**config.mk**
```make
export PLATFORM = sky130hd
export DESIGN_NAME = fifo_write_arbiter
export DESIGN_NICKNAME = d
export VERILOG_FILES = /design/src/rtl/fifo_write_arbiter.sv
export SDC_FILE = /design/constraint.sdc
export NUM_CORES = 1
export LEC_CHECK = 0
export CAP_MARGIN = 10
export CORE_ASPECT_RATIO = 0.7
export CORE_UTILIZATION = 46
export DETAILED_ROUTE_END_ITERATION = 10
export PLACE_DENSITY = 0.79
export SLEW_MARGIN = 20
export SYNTH_ARGS = -nofsm -noshare
export SYNTH_HDL_FRONTEND = slang
export SYNTH_SLANG_ARGS = --single-unit
```
**constraint.sdc**
```tcl
create_clock -name clk -period 2.4 [get_ports clk]
set_clock_uncertainty 0.1 [all_clocks]
set_input_delay 0.48 -clock clk [delete_from_list [all_inputs] [get_ports clk]]
set_output_delay 0.48 -clock clk [all_outputs]
set_load 0.02 [all_outputs]
```
**src/rtl/fifo_write_arbiter.sv**
```systemverilog
// Round-robin, packet-granular arbiter for the single write port of the sensor output FIFO.
// Each byte is written once and must be acknowledged before the next; overflow or a missing ack aborts the packet.
module fifo_write_arbiter #(
  parameter int NUM_REQ     = 4,
  parameter int ACK_TIMEOUT = 15
) (
  input  logic                   clk,
  input  logic                   reset,
  input  logic [NUM_REQ-1:0]     req,
  input  logic [8*NUM_REQ-1:0]   src_data,
  input  logic [NUM_REQ-1:0]     src_last,
  output logic [NUM_REQ-1:0]     src_ready,
  output logic [NUM_REQ-1:0]     grant,
  output logic                   busy,
  output logic                   pkt_done,
  output logic [7:0]             fifo_data,
  output logic                   fifo_wr_en,
  input  logic                   fifo_full,
  input  logic                   fifo_write_ack,
  input  logic                   fifo_overflow,
  output logic                   overflow_err,
  output logic                   timeout_err,
  input  logic                   clr_err
);

  localparam int IW = (NUM_REQ > 1) ? $clog2(NUM_REQ) : 1;

  typedef enum logic [1:0] {
    S_IDLE     = 2'd0,
    S_WRITE    = 2'd1,
    S_WAIT_ACK = 2'd2,
    S_DONE     = 2'd3
  } state_t;

  state_t        state;
  logic [IW-1:0] rr_ptr;
  logic [IW-1:0] gnt_idx;
  logic [IW-1:0] sel_idx;
  logic [7:0]    tmo_cnt;
  logic          last_q;
  logic          aborted;

  // Descending scan so the requester closest above rr_ptr overwrites the others.
  always_comb begin
    sel_idx = '0;
    for (int k = NUM_REQ - 1; k >= 0; k--) begin
      if (req[(int'(rr_ptr) + k) % NUM_REQ]) begin
        sel_idx = IW'((int'(rr_ptr) + k) % NUM_REQ);
      end
    end
  end

  always_ff @(posedge clk or negedge reset) begin
    if (!reset) begin
      state        <= S_IDLE;
      rr_ptr       <= '0;
      gnt_idx      <= '0;
      tmo_cnt      <= '0;
      last_q       <= 1'b0;
      aborted      <= 1'b0;
      src_ready    <= '0;
      grant        <= '0;
      busy         <= 1'b0;
      pkt_done     <= 1'b0;
      fifo_data    <= '0;
      fifo_wr_en   <= 1'b0;
      overflow_err <= 1'b0;
      timeout_err  <= 1'b0;
    end else begin
      src_ready  <= '0;
      fifo_wr_en <= 1'b0;
      pkt_done   <= 1'b0;

      // Error sets further down are later assignments, so they win over a same-cycle clear.
      if (clr_err) begin
        overflow_err <= 1'b0;
        timeout_err  <= 1'b0;
      end

      case (state)
        S_IDLE: begin
          if (|req) begin
            grant          <= '0;
            grant[sel_idx] <= 1'b1;
            gnt_idx        <= sel_idx;
            aborted        <= 1'b0;
            busy           <= 1'b1;
            state          <= S_WRITE;
          end
        end

        S_WRITE: begin
          if (fifo_overflow) begin
            overflow_err <= 1'b1;
            aborted      <= 1'b1;
            state        <= S_DONE;
          end else if (!fifo_full) begin
            fifo_data  <= src_data[{gnt_idx, 3'b000} +: 8];
            fifo_wr_en <= 1'b1;
            last_q     <= src_last[gnt_idx];
            tmo_cnt    <= '0;
            state      <= S_WAIT_ACK;
          end
        end

        S_WAIT_ACK: begin
          if (fifo_overflow) begin
            overflow_err <= 1'b1;
            aborted      <= 1'b1;
            state        <= S_DONE;
          end else if (fifo_write_ack) begin
            src_ready[gnt_idx] <= 1'b1;
            state              <= last_q ? S_DONE : S_WRITE;
          end else if (tmo_cnt == 8'(ACK_TIMEOUT - 1)) begin
            timeout_err <= 1'b1;
            aborted     <= 1'b1;
            state       <= S_DONE;
          end else begin
            tmo_cnt <= tmo_cnt + 8'd1;
          end
        end

        S_DONE: begin
          if (fifo_overflow) begin
            overflow_err <= 1'b1;
          end
          grant    <= '0;
          busy     <= 1'b0;
          pkt_done <= !aborted && !fifo_overflow;
          rr_ptr   <= (gnt_idx == IW'(NUM_REQ - 1)) ? '0 : gnt_idx + 1'b1;
          state    <= S_IDLE;
        end

        default: state <= S_IDLE;
      endcase
    end
  end

endmodule

```
==> Yosys cells after proc, flatten, opt, wreduce, memory -nomap -nowiden <==
Index checks and enable logic that the tools add are counted.
{ "totals": {"word_cells": 130, "out_inout_bits": 21, "inputBits": 46, "register_bits": 37} }
{ "classes": {"magnitude_cmp": 8, "n_shift": 1, "bitwise_logic": 5, "add_sub_neg": 5, "n_eq_ne": 16, "n_mux": 61, "n_reduce_logical": 20} }
{ "op_table": {"columns": ["op", "count"], "rows": [
  ["2-to-1 mux 8 bit", 5],
  ["variable part select 32 x 6 -> 8 bit", 1],
  ["2-to-1 mux 1 bit", 28],
  ["2-to-1 mux 2 bit", 12],
  ["2-to-1 mux 4 bit", 4],
  ["case mux 8 bit (2 select lines)", 1],
  ["inequality test 2 bit, second input constant", 7],
  ["< comparator 3 x 4 -> 1 bit, second input constant", 3],
  ["binary-select mux 1 bit (select 2 bit)", 5],
  ["< comparator 2 x 3 -> 1 bit, second input constant", 3],
  ["inequality test 3 bit, second input constant", 3],
  ["adder 8 x 1 -> 8 bit, second input constant", 1],
  ["== test 8 x 4 -> 1 bit, second input constant", 1],
  ["case mux 2 bit (4 select lines)", 1],
  ["case mux 4 bit (2 select lines)", 1],
  ["== test 2 bit, second input constant", 3],
  ["AND reduction 3 bit", 2],
  ["AND reduction 6 bit", 1],
  ["OR reduction 2 bit", 3],
  ["AND reduction 5 bit", 1],
  ["adder 2 x 1 -> 2 bit, second input constant", 2],
  ["adder 2 bit, second input constant", 2],
  ["demux 1 bit (select 2 bit)", 2],
  [">= comparator 2 x 1 -> 1 bit, second input constant", 2],
  ["other kinds (14)", 22]
]} }

==> Longest topological paths before layout <==
{ "logic_depth": {"ltp_word": 16, "mapped_depth": 8, "ltp_nobuf": 6} }

==> Worst setup path after synthesis <==
No wires, ideal clock.
{ "synth_path": {"path_type": "register to register", "from": "register state[0]", "to": "register tmo_cnt[1]", "t_required_ns": 2.173, "slack_ns": 0.355, "setup_ns": 0.127, "period_less_slack_ns": 2.045, "arrival_ns": 1.817, "stages_incl_launch_ff": 8, "path_buffers": 1, "path_cell_list": "dfrtp_1 inv_1 ha_1 buf_6 or4b_1 o21a_2 nand2_2 mux2_1"} }
{ "synth_via": {"elab_chain_cells": 3, "word_cells_on_any_way": 10, "classes_between": "7 x eq/ne; 1 x mux; 2 x reduce/logical"} }
{ "synth_rtl": {"columns": ["item", "line", "source"], "rows": [
  ["start, declared", "35", "state_t state;"],
  ["start signal, assigned", "113", "state <= last_q ? S_DONE : S_WRITE;"],
  ["== test 2 bit or == test 2 x 1 -> 1 bit (tied branches)", "80", "case (state)"],
  ["inequality test 2 bit (no source line) or nonzero test 2 bit (tied branches)", null, null],
  ["AND reduction 6 bit (no source line)", null, null],
  ["end signal, assigned", "119", "tmo_cnt <= tmo_cnt + 8'd1;"],
  ["end, declared", "39", "logic [7:0] tmo_cnt;"]
]} }
Several ways; a longest one is shown, not always the timed one.
A chain may end at the register's enable or synchronous reset.

==> Final worst setup path <==
{ "layout_path": {"from": "register state[0]", "to": "register tmo_cnt[6]"} }
The elaborated chain is that of the path after synthesis.

==> summary.txt <==
Outcome
  • Status: complete, no violations

CTS
  • Post-CTS Resized: 0
  • CTS root buf: clkbuf_8
  • # hold bufs at CTS: 0
  • # H-tree levels: 2
  • CTS tree: built
  • Postcts setup bufs: 0
  • Clock slew seen by the registers of the worst setup and hold paths: around 80 ps
  • Worst-skew pair later-pin latency: ~290 ps
  • Total CTS buffers: 5
  • Clock sinks: 37
  • Longest Clk Path Bufs: 2

Yosys
  • Sequential cell area fraction in the yosys report: 43.76%
  • Syn Inst Count: ~180
  • Area fraction of the dominant cell type after synthesis: roughly 44%
  • Syn Area/Cell: around 12 sq um
  • YS warnings: 0
  • Synthesized Nets: between 200 and 250
  • Predominant post-synthesis flop cell: dfrtp_1
  • Synthesized cell area: roughly 2100 sq um
  • Synth top area cells: dfrtp_1 44%, mux4_2 9.6%, ha_1 5.9%
  • Unique cell type count in the Yosys netlist: 45
  • Fraction of registers with async set or reset after synthesis: 100.0%
  • Number of flops mapped to enable cells by yosys: 0
  • FF+latch count, synth: 37
  • Synth area leader: dfrtp_1

Power and ir drop
  • Total power: roughly 2900 uW
  • Lkg Pwr: approximately 0.0013 uW
  • VDD IR max: a little under 700 uV
  • Power per Cell Area: between 900 and 1000 nW/um^2

Placement
  • Dpl cells: around 300
  • Routability Congestion: roughly 0.84
  • DP Wirelength: around 3600 um
  • Number of port buffers: 66
  • DP Area: roughly 2800 sq um

Layout
  • Final net count: 309
  • Commonest non-fill, non-tap cell in the layout: clkdlybuf4s50_1
  • Layout cells sized above 1: around 15%
  • Area of the multi-input gates: around 1100 sq um
  • Final cell count without fillers: about 310
  • Most frequent cells in the layout: 65 x clkdlybuf4s50_1, 37 x dfrtp_1, 13 x nand2_1
  • FILL cells: around 350
  • Layout area overhead: 38.44%
  • Antenna Cells: 0
  • Design area: between 2000 and 3000 sq um
  • Reg area: between 900 and 1000 sq um

Critical path
  • Setup slack, reg-to-reg: a little over 300 ps
  • Worst setup path startpoint: state[0]
  • Crit-path max FO: 10
  • CP endpoint kind: register
  • Crit path to: tmo_cnt[6]
  • Reg2reg path depth: 7
  • Critical path data required time: about 2500 ps
  • Setup CP Type: register to register
  • Worst reg2reg path startpoint: state[0]
  • Reg-to-reg endpoint: tmo_cnt[6]
  • CP startpoint kind: register
  • Worst Path Arrival: roughly 2200 ps

Floorplan
  • Cell Rows: 20
  • Core ar.: about 4400 sq um
  • Die X: 83.06 um
  • Die ar.: between 4000 and 5000 sq um
  • I/O Pins: between 60 and 70
  • Die Ht: around 60 um
  • Initial core utilization: between 40% and 50%

Global route
  • Vias in the first global route: between 1,500 and 2,000
  • Remaining Overflow, GRT: 0
  • Initial antenna violation count: 0
  • GRT Total Usage: between 20 and 25%
  • First-pass GRT wire length: roughly 8200 um
  • Largest net degree at the start of global routing: 38

Run
  • Max-Cap Viols: 0

Drt
  • Routed WL: approximately 4700 um
  • Wire length per cell: approximately 15 um
  • Drc violations: 0
  • Iteration-0 DRC Markers: 52
  • DR vias: ~1,700
  • DR vias/cell: approximately 5.6
  • Pre-antenna DRT Iters: 4
  • Post-DRT Antenna Nets: 0

Timing
  • Unrepaired setup endpoints after global routing: false
  • Period minus WS final: ~2100 ps
  • Slew @ Worst Pin: roughly 810 ps
  • Final Cycle Share: between 80% and 90%
  • Max Fclk: 478.4 MHz
  • Setup TNS: 0 ps
  • Max-slew headroom: between 40% and 50%
  • Final setup vio count: 0
  • Pins Over Slew Limit: 0
  • Final hold vios: 0

Min path
  • Worst Hold Class: input port to asynchronous set/reset pin
==> metal layers <==
metal,track usage (%),wire length [um],up-vias
met1,28.84,2188,822
met2,35.25,2116,76
met3,8.696,411,2
met4,5.665,19,0
li1,-,-,817
met5,0,0,-
==> registers in the layout (all words and copies together), names as in the netlist, 2 cells and up <==
name / flops
src_ready: 4
state: 2
gnt_idx: 2
tmo_cnt: 8
fifo_data: 8
rr_ptr: 2
grant: 4
==> stage by stage <==
stage	hold slack, ps	setup WS (ps)	utilization [%]
floorplan	84.41	355.2	-
global placement	315.1	189.8	64.91
detailed placement	315.7	151.4	64.91
CTS	199.0	312.7	66.89
global route	241.4	204.5	66.89
finish	176.2	309.6	66.89
==> layout make-up <==
| class | count | share of cell area, % |
|---|---|---|
| multi-input combinational | 129 | 37.85 |
| clock buffer | 5 | 2.349 |
| clock inverter | 3 | 0.5980 |
| timing repair buffer | 71 | 24.09 |
| inverter | 9 | 1.153 |
| tap | 55 | 2.349 |
| sequential | 37 | 31.61 |
==> cell usage after synthesis, types with 4 or more instances <==
cell type  number
dfrtp_1        37
nand2_1        13
mux2_2         11
ha_1           10
inv_1           9
mux4_2          9
nor2_1          8
mux2i_1         7
a21oi_1         5
and2_1          5
nand3_1         5
o21ai_0         5
a31oi_1         4
a32o_1          4
nand2b_1        4
==> critical path, cell delays in order, from the launching register on <==
cell and delay, ps:
dfrtp_1 440, inv_1 90, ha_1 220, buf_4 170, or4b_1 560, buf_4 190, or2b_1 150, mux2i_1 60
==> cells by family after synthesis <==
kind of cell / Yosys count / synth area share, %
buffers and inverters: 15 / 3.844
DFF: 37 / 43.76
adders and majority gates: 10 / 5.914
AOI/OAI and AO/OA: 31 / 10.88
muxes: 28 / 19.28
and+or+nand+nor: 60 / 16.32
==> power breakdown <==
group | internal, uW | switching, uW
combinational | 780 | 679
clock | 200 | 220
sequential | 835 | 213
total | 1820 | 1110
==> how the worst min path moves through the flow <==
stage	slack (ps)	start	depth (start not counted)	end
2_1_floorplan	80	reset	0	aborted
3_3_place_gp	320	aborted	1	pkt_done
3_5_place_dp	320	aborted	1	pkt_done
4_1_cts	200	reset	1	timeout_err
5_1_grt	240	reset	1	timeout_err
6_report	180	reset	1	timeout_err
No activity file was read; power rests on OpenSTA's default activity.
